==> src/rtl/mem_req_arbiter.sv <==
// Two-requester burst arbiter sharing one memory port between I-side and D-side fill engines.
// Optional: define ARB_ROUND_ROBIN_EN for round-robin tie-break (default: D-side fixed priority).
module mem_req_arbiter #(
   parameter int ADDR_W    = 32,
   parameter int DATA_W    = 32,
   parameter int BURST_LEN = 4
) (
   input  logic              clk,
   input  logic              rst,
   input  logic              i_req,
   input  logic [ADDR_W-1:0] i_addr,
   output logic [DATA_W-1:0] i_rdata,
   output logic              i_rvalid,
   output logic              i_done,
   input  logic              d_req,
   input  logic              d_we,
   input  logic [ADDR_W-1:0] d_addr,
   input  logic [DATA_W-1:0] d_wdata,
   output logic              d_wnext,
   output logic [DATA_W-1:0] d_rdata,
   output logic              d_rvalid,
   output logic              d_done,
   output logic              mem_cmd_valid,
   input  logic              mem_cmd_ready,
   output logic [ADDR_W-1:0] mem_cmd_addr,
   output logic              mem_cmd_we,
   output logic [DATA_W-1:0] mem_wdata,
   output logic              mem_wvalid,
   input  logic              mem_wready,
   input  logic [DATA_W-1:0] mem_rdata,
   input  logic              mem_rvalid,
   output logic              stall
);
   localparam int CNT_W = $clog2(BURST_LEN) + 1;
   localparam int OFF_W = $clog2(BURST_LEN) + 2;
   localparam logic [CNT_W-1:0]  LAST_BEAT = CNT_W'(BURST_LEN);
   localparam logic [ADDR_W-1:0] LINE_MASK = {ADDR_W{1'b1}} << OFF_W;

   typedef enum logic [2:0] {IDLE, CMD, WBEAT, RBEAT, DONE} state_t;

   state_t           state_q, state_d;
   logic [CNT_W-1:0] cnt_q, cnt_d;
   logic [CNT_W-1:0] cnt_inc;
   logic             own_q, own_d;   // 1 = D-side owns the port
   logic             grant_d;

`ifdef ARB_ROUND_ROBIN_EN
   logic last_q, last_d;

   // On a tie the side that did not win last time goes first.
   always_comb begin
      grant_d = d_req & (~i_req | ~last_q);
      last_d  = last_q;
      if (state_q == IDLE && (i_req | d_req)) begin
         last_d = grant_d;
      end
   end

   always_ff @(posedge clk) begin
      if (rst) begin
         last_q <= 1'b0;
      end else begin
         last_q <= last_d;
      end
   end
`else
   always_comb begin
      grant_d = d_req;
   end
`endif

   always_ff @(posedge clk) begin
      if (rst) begin
         state_q <= IDLE;
         cnt_q   <= '0;
         own_q   <= 1'b0;
      end else begin
         state_q <= state_d;
         cnt_q   <= cnt_d;
         own_q   <= own_d;
      end
   end

   assign cnt_inc = cnt_q + CNT_W'(1);

   always_comb begin
      state_d       = state_q;
      cnt_d         = cnt_q;
      own_d         = own_q;
      mem_cmd_valid = 1'b0;
      mem_cmd_addr  = '0;
      mem_cmd_we    = 1'b0;
      mem_wvalid    = 1'b0;
      mem_wdata     = '0;
      d_wnext       = 1'b0;
      i_rvalid      = 1'b0;
      d_rvalid      = 1'b0;
      i_done        = 1'b0;
      d_done        = 1'b0;
      case (state_q)
         IDLE: begin
            if (i_req | d_req) begin
               own_d   = grant_d;
               cnt_d   = '0;
               state_d = CMD;
            end
         end
         CMD: begin
            mem_cmd_valid = 1'b1;
            mem_cmd_addr  = (own_q ? d_addr : i_addr) & LINE_MASK;
            mem_cmd_we    = own_q & d_we;
            if (mem_cmd_ready) begin
               state_d = (own_q & d_we) ? WBEAT : RBEAT;
            end
         end
         WBEAT: begin
            mem_wvalid = 1'b1;
            mem_wdata  = d_wdata;
            if (mem_wready) begin
               d_wnext = 1'b1;
               cnt_d   = cnt_inc;
               if (cnt_inc == LAST_BEAT) begin
                  state_d = DONE;
               end
            end
         end
         RBEAT: begin
            // Read beats are forwarded in the same cycle they arrive.
            if (mem_rvalid) begin
               i_rvalid = ~own_q;
               d_rvalid = own_q;
               cnt_d    = cnt_inc;
               if (cnt_inc == LAST_BEAT) begin
                  state_d = DONE;
               end
            end
         end
         DONE: begin
            i_done  = ~own_q;
            d_done  = own_q;
            state_d = IDLE;
         end
         default: begin
            state_d = IDLE;
         end
      endcase
   end

   assign i_rdata = mem_rdata;
   assign d_rdata = mem_rdata;
   assign stall   = (i_req & ~i_done) | (d_req & ~d_done);

endmodule

==> config.mk <==
export PLATFORM = sky130hd
export DESIGN_NAME = mem_req_arbiter
export DESIGN_NICKNAME = d
export VERILOG_FILES = /design/src/rtl/mem_req_arbiter.sv
export SDC_FILE = /design/constraint.sdc
export NUM_CORES = 1
export LEC_CHECK = 0
export BUFFER_PORTS_ARGS = -buffer_cell sky130_fd_sc_hd__buf_2
export CORE_AREA = 10 10 97 99
export DETAILED_ROUTE_END_ITERATION = 8
export DIE_AREA = 0 0 107 109
export PLACE_DENSITY = 0.72
export SETUP_SLACK_MARGIN = 0.1
export SLEW_MARGIN = 10
export SYNTH_ARGS = -nofsm -noshare
export SYNTH_HDL_FRONTEND = slang
export SYNTH_SLANG_ARGS = --single-unit
==> constraint.sdc <==
create_clock -name clk -period 3.6 [get_ports clk]
set_clock_uncertainty 0.1 [all_clocks]
set_input_delay 0.72 -clock clk [delete_from_list [all_inputs] [get_ports clk]]
set_output_delay 0.72 -clock clk [all_outputs]
set_load 0.02 [all_outputs]
Word level (Yosys, flattened, before mapping) --
Cells that the tools add are included.
Storage, ports and cells: register bits 7, output and inout bits 137, logic and storage cells 51
Operators by class: $add $sub $neg 1, eq/ne operators 9, mux-type cells 25, bitwise logic cells 8, reduce and logical (&&, ||, !) cells 5
Operator list (number):
- two-way mux 32 bit | 3
- two-way mux 3 bit | 8
- two-way mux 1 bit | 12
- one-hot mux 3 bit (4 select lines) | 1
- one-hot mux 3 bit (3 select lines) | 1
- != test 2 bit, second input constant | 4
- AND reduction 4 bit | 2
- equality test 3 x 2 -> 1 bit, second input constant | 2
- equality test 3 bit, second input constant | 2
- adder 3 x 1 -> 3 bit, second input constant | 1
- AND 1 bit | 3
- equality test 3 x 1 -> 1 bit, second input constant | 1
- zero test 3 bit | 1
- inverter 1 bit | 3
- nonzero test 3 bit | 1
- bitwise OR 1 bit | 2
- AND reduction 2 bit | 1

Logic depth before layout (Yosys ltp) --
word-level depth 5, mapped depth 5, depth with buffers taken out 4

Least setup slack after synthesis --
Ideal clock, no wire load.
path type reg-to-output, start register state_q[1], end output mem_cmd_addr[10], arrival time 1.276 ns, path slack 1.504 ns, stages on the path, launching flop included 6, path buffers 3, cells stage by stage dfxtp_1 > buf_6 > or3b_4 > buf_6 > buf_8 > nor2_2
Between the ends: word-level cells in the longest chain between the ends 2
Ends and longest elaborated chain:
- start, declared | RTL line 41 | state_t state_q, state_d;
- start signal, assigned | RTL line 78 | state_q <= state_d;
- equality test 3 x 1 -> 1 bit | RTL line 100 | case (state_q)
- two-way mux 32 bit | RTL line 100
- end, declared | RTL line 25 | output logic [ADDR_W-1:0] mem_cmd_addr,
No other way between the ends.

Worst setup path after layout --
start register state_q[1], end output mem_wdata[19]
Between the ends: word-level cells in the longest chain between the ends 2
Ends and longest elaborated chain:
- equality test 3 x 2 -> 1 bit | RTL line 100
- two-way mux 32 bit | RTL line 100
- end, declared | RTL line 27 | output logic [DATA_W-1:0] mem_wdata,
No other way between the ends.

==> impl_metrics.json <==
{
  "ctsHoldBuffers": 0,
  "relSlewSlack_pct": 43.1,
  "slowest_stage": "nor2_2",
  "dpl.hpwl_mm": 5.43,
  "syn_inst": 223,
  "wirelength_mm": 6.20,
  "cts-root-buf": "clkbuf_8",
  "grt-ovfl-total": 0,
  "die_h_um": 109,
  "postCtsSetupBuffers": 0,
  "rr_startpoint": "state_q[0]",
  "cts.path.max_buffers": 2,
  "wl_per_cell_um": 14.9,
  "worstPathRequired_ps": 2780,
  "cp.arrival_ps": 2040,
  "power_uw": 576,
  "netlist_area_mm2": 0.00169,
  "dr.pass1.iters": 4,
  "core_area_mm2": 0.00753,
  "start_util_pct": 22.5,
  "outcome": "complete, no violations",
  "fmax_ghz": 0.350,
  "yosys_warnings": 0,
  "diodes": 0,
  "finalSetupViolCount": 0,
  "seq_area_frac_synth_pct": 8.27,
  "path_class": "flop to primary output",
  "tritoncts": "yes",
  "ff2ff_path_depth": 3,
  "num_vias": 1656,
  "die-area_mm2": 0.0117,
  "grt_max_degree": 35,
  "antenna_found_initial": 0,
  "insertion_delay_ps": 220,
  "synthTopCellsByArea": "buf_4 30%, mux2i_1 17%, and2_1 12%",
  "portBuffers": 164,
  "synth_ff_type": "dfxtp_1",
  "slew_viol_final": 0,
  "synth_area_per_cell_um2": 7.60,
  "cts_buffers": 3,
  "synthTopCellsByCount": "68 x buf_4, 33 x and2_1, 29 x mux2i_1",
  "synth_top_cell_area_share_pct": 30.1,
  "track_usage_pct": 8.95,
  "final-hold-violation-count": 0,
  "h-tree-depth": 1,
  "synth-async-reset-ratio_pct": 0,
  "finish.net_count": 454,
  "endpoint_kind": "primary output",
  "p_per_area_mw_per_mm2": 274,
  "vias_per_cell": 3.97,
  "crit_chain": "nand2b_1, nor2_2, and2_1, buf_2",
  "place_congestion": 0.755,
  "startpoint_type": "flop",
  "worstSetupStartpoint": "state_q[1]",
  "synth_edf_count": 0,
  "synth_cell_types": 34,
  "maxCapViolations": 0,
  "grt_pass1_vias": 1693,
  "worstMarginPinSlew_ps": 852,
  "post_cts_resized": 0,
  "yosysTopAreaCell": "buf_4",
  "boundaryPins": 273,
  "clkTransAtPathRegs_ps": 40,
  "rsz0062_at_grt": "false",
  "power_leakage_nw": 1.20,
  "yosysMostFrequentCell": "buf_4",
  "fin_setup_tns_ps": 0,
  "ir_worst_vdd_v": 0.000311,
  "grt_pass1_wl_mm": 8.74,
  "ant_nets": 0,
  "cp_max_fo": 34,
  "num_rows": 32,
  "hold_path_class": "flop to flop",
  "r2r_slack_ps": 2100,
  "drc": 0,
  "crit_end": "mem_wdata[19]",
  "dieWidth_um": 107,
  "areaGrowthSynthToFinish_pct": 24.1,
  "max_stage_delay_ps": 700,
  "synth_seq_cells": 7,
  "clock_sinks": 7,
  "r2r-end": "cnt_q[2]",
  "hold_ws_ps": 398,
  "drive_gt1_share_pct": 61.3,
  "min_period_ps": 2860,
  "drt_iter0_drc": 44,
  "whs_path_depth": 2,
  "final.period_utilization_pct": 79.3
}
## power breakdown
| group | switching [mW] | internal (mW) | leakage (nW) |
|---|---|---|---|
| Clock | 0.0320 | 0.0764 | 0.0228 |
| Combinational | 0.215 | 0.150 | 1.12 |
| Sequential | 0.0187 | 0.0839 | 0.0576 |
## registers in the layout, indices dropped and copies added, names as in the netlist
signal	cells
own_q	1
state_q	3
cnt_q	3
## routing by layer
| metal | track usage (%) | share of wire, % | vias to the layer above |
|---|---|---|---|
| met5 | 0 | 0 | - |
| met4 | 2.71 | 1.5 | 0 |
| met3 | 4.19 | 10 | 19 |
| met2 | 16.5 | 55 | 79 |
| met1 | 8.73 | 33 | 726 |
| li1 | - | - | 832 |
## worst min path at each step
stage,from,end,slack [ps]
6_report,cnt_q[2],cnt_q[2],400
3_3_place_gp,cnt_q[2],cnt_q[2],380
4_1_cts,cnt_q[2],cnt_q[2],390
2_1_floorplan,cnt_q[2],cnt_q[2],360
5_1_grt,cnt_q[2],cnt_q[2],440
3_5_place_dp,cnt_q[2],cnt_q[2],390
## logic make-up after synthesis
logic type	synth area share (%)
other cells	0.221
flops	8.27
compound gates	5.61
fa+ha+maj	1.48
mux	17.8
simple gates	29.8
buf+inv	36.9
## critical path: cells and delay by family (launching register included)
kind,cells,cell delay [ps]
simple gates,3,1160
flops,1,480
buf+inv,1,170
## layout by cell type (no fill, tap or decap), types with 3 or more instances in the layout
cell,n
buf_2,164
and2_1,33
inv_1,5
dfxtp_1,6
conb_1,4
nor2_2,21
clkbuf_8,3
nor2_1,12
nand2b_1,5
and3_1,3
mux2i_1,29
## through the flow
step	worst slack (ps)	std cells	util [%]	area (µm²)
final	744	417	27.9	2100
after global routing	503	417	27.9	2100
after CTS	776	417	27.9	2100
after detailed placement	1030	413	27.3	2060
after global placement	1110	413	27.3	2060
after floorplan	1500	226	-	1710
## layout make-up
cell class,count,area [µm²]
Fill cell,840,5430
Sequential cell,7,141
Clock buffer,4,45.0
Tap cell,102,128
Timing Repair Buffer,165,828
Multi-Input combinational cell,134,941
Inverter,5,18.8
Note: power is estimated with default switching activity, not from simulation.
